## src/rtl/analog_core_pkg.sv

```systemverilog
// Shared types for the analog front-end channel controllers.
package analog_core_pkg;

    typedef enum logic [1:0] {
        IDLE    = 2'd0,
        SAMPLE  = 2'd1,
        CSA_RST = 2'd2
    } hit_state_t;

endpackage

```

## src/rtl/sync2.sv

```systemverilog
// Generic two-flop synchroniser for signals crossing into the clk domain.
module sync2 #(
    parameter int W = 1
) (
    input  logic         i_clk,
    input  logic         i_rst_n,
    input  logic [W-1:0] i_d,
    output logic [W-1:0] o_q
);

    logic [W-1:0] r_meta;
    logic [W-1:0] r_sync;

    always_ff @(posedge i_clk or negedge i_rst_n) begin
        if (!i_rst_n) begin
            r_meta <= '0;
            r_sync <= '0;
        end else begin
            r_meta <= i_d;
            r_sync <= r_meta;
        end
    end

    assign o_q = r_sync;

endmodule

```

## src/rtl/csa_hit_ctrl.sv

```systemverilog
// Per-channel CSA trigger/reset controller: hit sync, ADC sample handshake,
// post-sample and periodic CSA reset.
//   state   | meaning
//   IDLE    | armed, waiting for a trigger or the periodic reset terminal count
//   SAMPLE  | sample request held until adc_done or timeout
//   CSA_RST | CSA held in reset for max(reset_cycles,1) cycles
module csa_hit_ctrl
    import analog_core_pkg::*;
#(
    parameter int RST_CNT_W = 4,
    parameter int PER_W     = 16,
    parameter int SAMPLE_TO = 64
) (
    input  logic                 clk,
    input  logic                 reset_n,
    input  logic                 hit_async,
    input  logic                 enable,
    input  logic                 external_trigger,
    input  logic                 periodic_reset_en,
    input  logic [RST_CNT_W-1:0] reset_cycles,
    input  logic [PER_W-1:0]     periodic_cycles,
    input  logic                 adc_done,
    output logic                 sample,
    output logic                 csa_reset,
    output logic                 hit_event,
    output logic                 timeout_err
);

    localparam int SMP_W = (SAMPLE_TO > 1) ? $clog2(SAMPLE_TO) : 1;
    localparam logic [SMP_W-1:0] SMP_LAST = SMP_W'(SAMPLE_TO - 1);

    hit_state_t           r_state;
    logic [RST_CNT_W-1:0] r_rst_cnt;
    logic [PER_W-1:0]     r_per_cnt;
    logic [SMP_W-1:0]     r_smp_cnt;
    logic                 r_sample;
    logic                 r_csa_reset;
    logic                 r_hit_event;
    logic                 r_timeout_err;
    logic                 r_hit_d;
    logic                 r_hit_rise;

    logic                 w_hit_sync;
    logic                 w_trigger;
    logic [RST_CNT_W-1:0] w_rst_last;
    logic                 w_per_term;

    sync2 #(.W(1)) u_hit_sync (
        .i_clk   (clk),
        .i_rst_n (reset_n),
        .i_d     (hit_async),
        .o_q     (w_hit_sync)
    );

    // Registered edge detect: a hit held high across a busy period never re-fires.
    always_ff @(posedge clk or negedge reset_n) begin
        if (!reset_n) begin
            r_hit_d    <= 1'b0;
            r_hit_rise <= 1'b0;
        end else begin
            r_hit_d    <= w_hit_sync;
            r_hit_rise <= w_hit_sync & ~r_hit_d;
        end
    end

    assign w_trigger  = enable & (r_hit_rise | external_trigger);
    assign w_rst_last = (reset_cycles == '0) ? '0 : reset_cycles - RST_CNT_W'(1);
    // >= rather than == so a live shrink of the config cannot strand a counter.
    assign w_per_term = periodic_reset_en && (periodic_cycles != '0) &&
                        (r_per_cnt >= periodic_cycles - PER_W'(1));

    always_ff @(posedge clk or negedge reset_n) begin
        if (!reset_n) begin
            r_state       <= CSA_RST;
            r_rst_cnt     <= '0;
            r_per_cnt     <= '0;
            r_smp_cnt     <= '0;
            r_sample      <= 1'b0;
            r_csa_reset   <= 1'b1;
            r_hit_event   <= 1'b0;
            r_timeout_err <= 1'b0;
        end else begin
            r_hit_event <= 1'b0;
            case (r_state)
                IDLE: begin
                    if (w_trigger) begin
                        r_state     <= SAMPLE;
                        r_sample    <= 1'b1;
                        r_hit_event <= 1'b1;
                        r_smp_cnt   <= '0;
                    end else if (w_per_term) begin
                        r_state     <= CSA_RST;
                        r_csa_reset <= 1'b1;
                        r_rst_cnt   <= '0;
                        r_per_cnt   <= '0;
                    end else if (r_per_cnt != '1) begin
                        r_per_cnt <= r_per_cnt + PER_W'(1);
                    end
                end
                SAMPLE: begin
                    if (adc_done || (r_smp_cnt >= SMP_LAST)) begin
                        if (!adc_done) begin
                            r_timeout_err <= 1'b1;
                        end
                        r_state     <= CSA_RST;
                        r_sample    <= 1'b0;
                        r_csa_reset <= 1'b1;
                        r_rst_cnt   <= '0;
                        r_per_cnt   <= '0;
                    end else begin
                        r_smp_cnt <= r_smp_cnt + SMP_W'(1);
                    end
                end
                CSA_RST: begin
                    if (r_rst_cnt >= w_rst_last) begin
                        r_state     <= IDLE;
                        r_csa_reset <= 1'b0;
                        r_rst_cnt   <= '0;
                    end else if (r_rst_cnt != '1) begin
                        r_rst_cnt <= r_rst_cnt + RST_CNT_W'(1);
                    end
                end
                default: begin
                    r_state     <= CSA_RST;
                    r_sample    <= 1'b0;
                    r_csa_reset <= 1'b1;
                    r_rst_cnt   <= '0;
                end
            endcase
            if (!periodic_reset_en) begin
                r_per_cnt <= '0;
            end
        end
    end

    assign sample      = r_sample;
    assign csa_reset   = r_csa_reset;
    assign hit_event   = r_hit_event;
    assign timeout_err = r_timeout_err;

endmodule
```

## config.mk

```make
export PLATFORM = sky130hd
export DESIGN_NAME = csa_hit_ctrl
export DESIGN_NICKNAME = d
export VERILOG_FILES = /design/src/rtl/analog_core_pkg.sv /design/src/rtl/sync2.sv /design/src/rtl/csa_hit_ctrl.sv
export SDC_FILE = /design/constraint.sdc
export NUM_CORES = 1
export LEC_CHECK = 0
export BUFFER_PORTS_ARGS = -buffer_cell sky130_fd_sc_hd__clkbuf_2
export CAP_MARGIN = 0
export CORE_MARGIN = 2
export CORE_UTILIZATION = 45
export DETAILED_ROUTE_END_ITERATION = 10
export PLACE_DENSITY = 0.61
export SYNTH_ARGS = -nofsm -noshare
export SYNTH_HDL_FRONTEND = slang
export SYNTH_SLANG_ARGS = --single-unit
```

## constraint.sdc

```tcl
create_clock -name clk -period 3.3 [get_ports clk]
set_input_delay 0.66 -clock clk [delete_from_list [all_inputs] [get_ports clk]]
set_output_delay 0.66 -clock clk [all_outputs]
set_load 0.1 [all_outputs]
```

==> flow_summary.json <==
{
  "placedInstanceArea_um2": 3070,
  "synth.avg_cell_area_um2": 9.139,
  "viasPerCell": 5.582,
  "diodes": 0,
  "wl_per_cell_um": 13.98,
  "relSlewSlack_pct": 41.10,
  "clk_pin_slew_worst_paths_ps": 80,
  "failed_checks": "negative setup slack",
  "initial_utilization_pct": 46.89,
  "setup_viol": 18,
  "layout-drive-gt1-share_pct": 30.64,
  "port_buffers": 30,
  "die-area_um2": 6434,
  "p_leak_uw": 0.001605,
  "cts_max_level": 2,
  "first_global_vias": 2249,
  "min_from": "u_hit_sync.r_meta",
  "routabilityCongestion": 0.7392,
  "netlist_area_um2": 2614,
  "grt_overflow": 0,
  "grt_use_total_pct": 20.65,
  "nNetsFinal": 409,
  "crit_required_ps": 3480,
  "period_share_pct": 106.6,
  "worstSkewPairLatency_ps": 290,
  "synth_cell_types": 53,
  "antenna_found_initial": 0,
  "area_delta_synth_final_pct": 30.21,
  "irDropWorstVdd_uv": 530.2,
  "max_cap_viol_count": 0,
  "ys_ff_latch": 36,
  "r2r_start": "r_per_cnt[15]",
  "final_area_um2": 3403,
  "crit_arrival_ps": 3700,
  "worstMarginPinSlew_ps": 883.5,
  "synth_edf_count": 0,
  "slew_viol_final": 0,
  "critPathLaunchType": "input pin",
  "synth_async_sr_flop_share_pct": 100.0,
  "root_buffer": "clkbuf_8",
  "grt_pass1_wl_um": 10220,
  "grt_start_max_net_pins": 37,
  "status": "complete, but fails checks",
  "final_util_pct": 61.06,
  "ys_seq_area_share_pct": 34.56,
  "drt-total-wl_um": 6024,
  "endpoint_kind": "register",
  "cts_sinks": 36,
  "first_pass_iters": 4,
  "route.detailed.drc": 0,
  "numCtsBuffers": 5,
  "num_vias": 2406,
  "most-common-layout-cells": "dfrtp_1 (34), buf_4 (34), nor2_1 (33)",
  "die_w_um": 80.21,
  "critPathMaxFanout": 15,
  "core_area_um2": 5574,
  "ys_warn_count": 0,
  "hpwl_um": 4419,
  "drtIter0Drc": 105,
  "synth_cells": 286,
  "setup_slack_ps": -216.3,
  "post-route-min-period_ps": 3516,
  "power-per-cell-area_nw_per_um2": 474.8,
  "die_height_um": 80.21,
  "hold_viol_final": 0,
  "ant_nets": 0,
  "critical_path_class": "in2reg",
  "synthFlopType": "dfrtp_1",
  "max_freq_mhz": 284.4,
  "cts_tree": "yes",
  "total_power_uw": 1616,
  "pin_count": 31,
  "syn-num-nets": 337,
  "rows": 27,
  "crit_start": "periodic_cycles[2]",
  "skew_ps": 4.148,
  "clk_path_buf_depth": 2,
  "rsz0062_at_grt": "yes",
  "min_path_type": "reg2reg"
}
[what timing repair did]
action	in CTS	in global routing
buffers inserted	6	4
setup endpoints to repair	17	22
pin swaps	4	1
gates resized for setup	10	17
cloned	1	0
hold buffers	0	0
[cell usage after synthesis (all sizes together), types with 2 or more instances]
cell type,instances,area share [%]
nand2b,6,1.4
o211ai,3,0.86
or2,3,0.72
or4,2,0.57
xnor2,10,3.4
xor2,8,2.7
buf,4,1.2
or3,3,0.72
nor3,9,2.1
o21a,9,2.6
nor3b,3,0.86
a221o,12,4.7
a31oi,3,0.72
dfrtp,34,33
nor2b,3,0.72
nand2,23,3.3
a21oi,12,2.3
o21ai,10,1.9
and2,2,0.57
mux2i,3,1.1
mux2,2,0.86
nand4b,2,0.67
nand3,11,2.1
nor2,34,5.0
and3,14,3.4
nand4,5,1.4
inv,9,1.3
nor4,5,1.2
ha,24,11
dfstp,2,2.0
[sequential cells by signal, summed over array words and instances, names as in the netlist]
name,cells
r_per_cnt,16
r_smp_cnt,6
r_rst_cnt,4
r_state,2
csa_reset,1
hit_event,1
r_hit_d,1
r_hit_rise,1
sample,1
timeout_err,1
u_hit_sync.o_q,1
u_hit_sync.r_meta,1
[worst max-delay path: stages]
cell	delay, ps
buf_8	100
nor3_4	190
nand3_2	120
nor3_4	180
nand2b_4	90
nor4_2	160
xnor2_1	110
ha_1	320
nand4_2	130
nor3_2	200
or4b_4	540
a311oi_4	350
nor2_4	130
a221o_2	400
[area by class of cell]
type                       count  area (um^2)
timing repair buffer          69        486.7
clock buffer                   5        68.82
sequential                    36        903.4
tap                           72        90.09
fill                         495         2171
clock inverter                 3        42.54
multi-input combinational    237         1778
inverter                       9        33.78
[metal layers]
metal	global-route usage [%]	vias up	share of wire, %
met5	0	-	0
met4	7.797	0	2.1
met3	3.483	11	3.6
met2	36.92	51	52
met1	24.59	1135	42
li1	-	1209	-
[through the flow]
step	setup WS (ps)	std cells	TNS, ps	hold WS [ps]
after floorplan	-301.8	286	-4120	331.2
after global placement	-492.4	413	-8352	334.8
after global routing	-422.9	431	-7072	364.6
final	-216.3	431	-2850	356.0
after CTS	-225.2	428	-3217	362.5
after detailed placement	-620.8	413	-11040	340.4
[path summary, 6_finish.rpt]
check	to	slack (ps)	cells after the start
max	r_per_cnt[5]	-220	14
min	u_hit_sync.o_q	360	0
max reg2reg	r_per_cnt[5]	650	7
min reg2reg	u_hit_sync.o_q	360	0
max in group asynchronous	u_hit_sync.r_meta	2280	1
min in group asynchronous	sample	480	1
[cell families after synthesis]
family / Yosys count / synth area share (%)
simple gates: 130 / 26.62
compound gates: 59 / 16.61
xor+xnor: 18 / 6.032
fa+ha+maj: 24 / 11.49
buf+inv: 14 / 2.680
mux: 5 / 2.011
flops: 36 / 34.56
[power by group]
| part | switching (uW) | internal [uW] | total, uW |
|---|---|---|---|
| Sequential | 86.6 | 517 | 603 |
| Clock | 168 | 224 | 392 |
| Combinational | 376 | 244 | 621 |
| Total | 631 | 985 | 1620 |
Note: power is estimated with default switching activity, not from simulation.
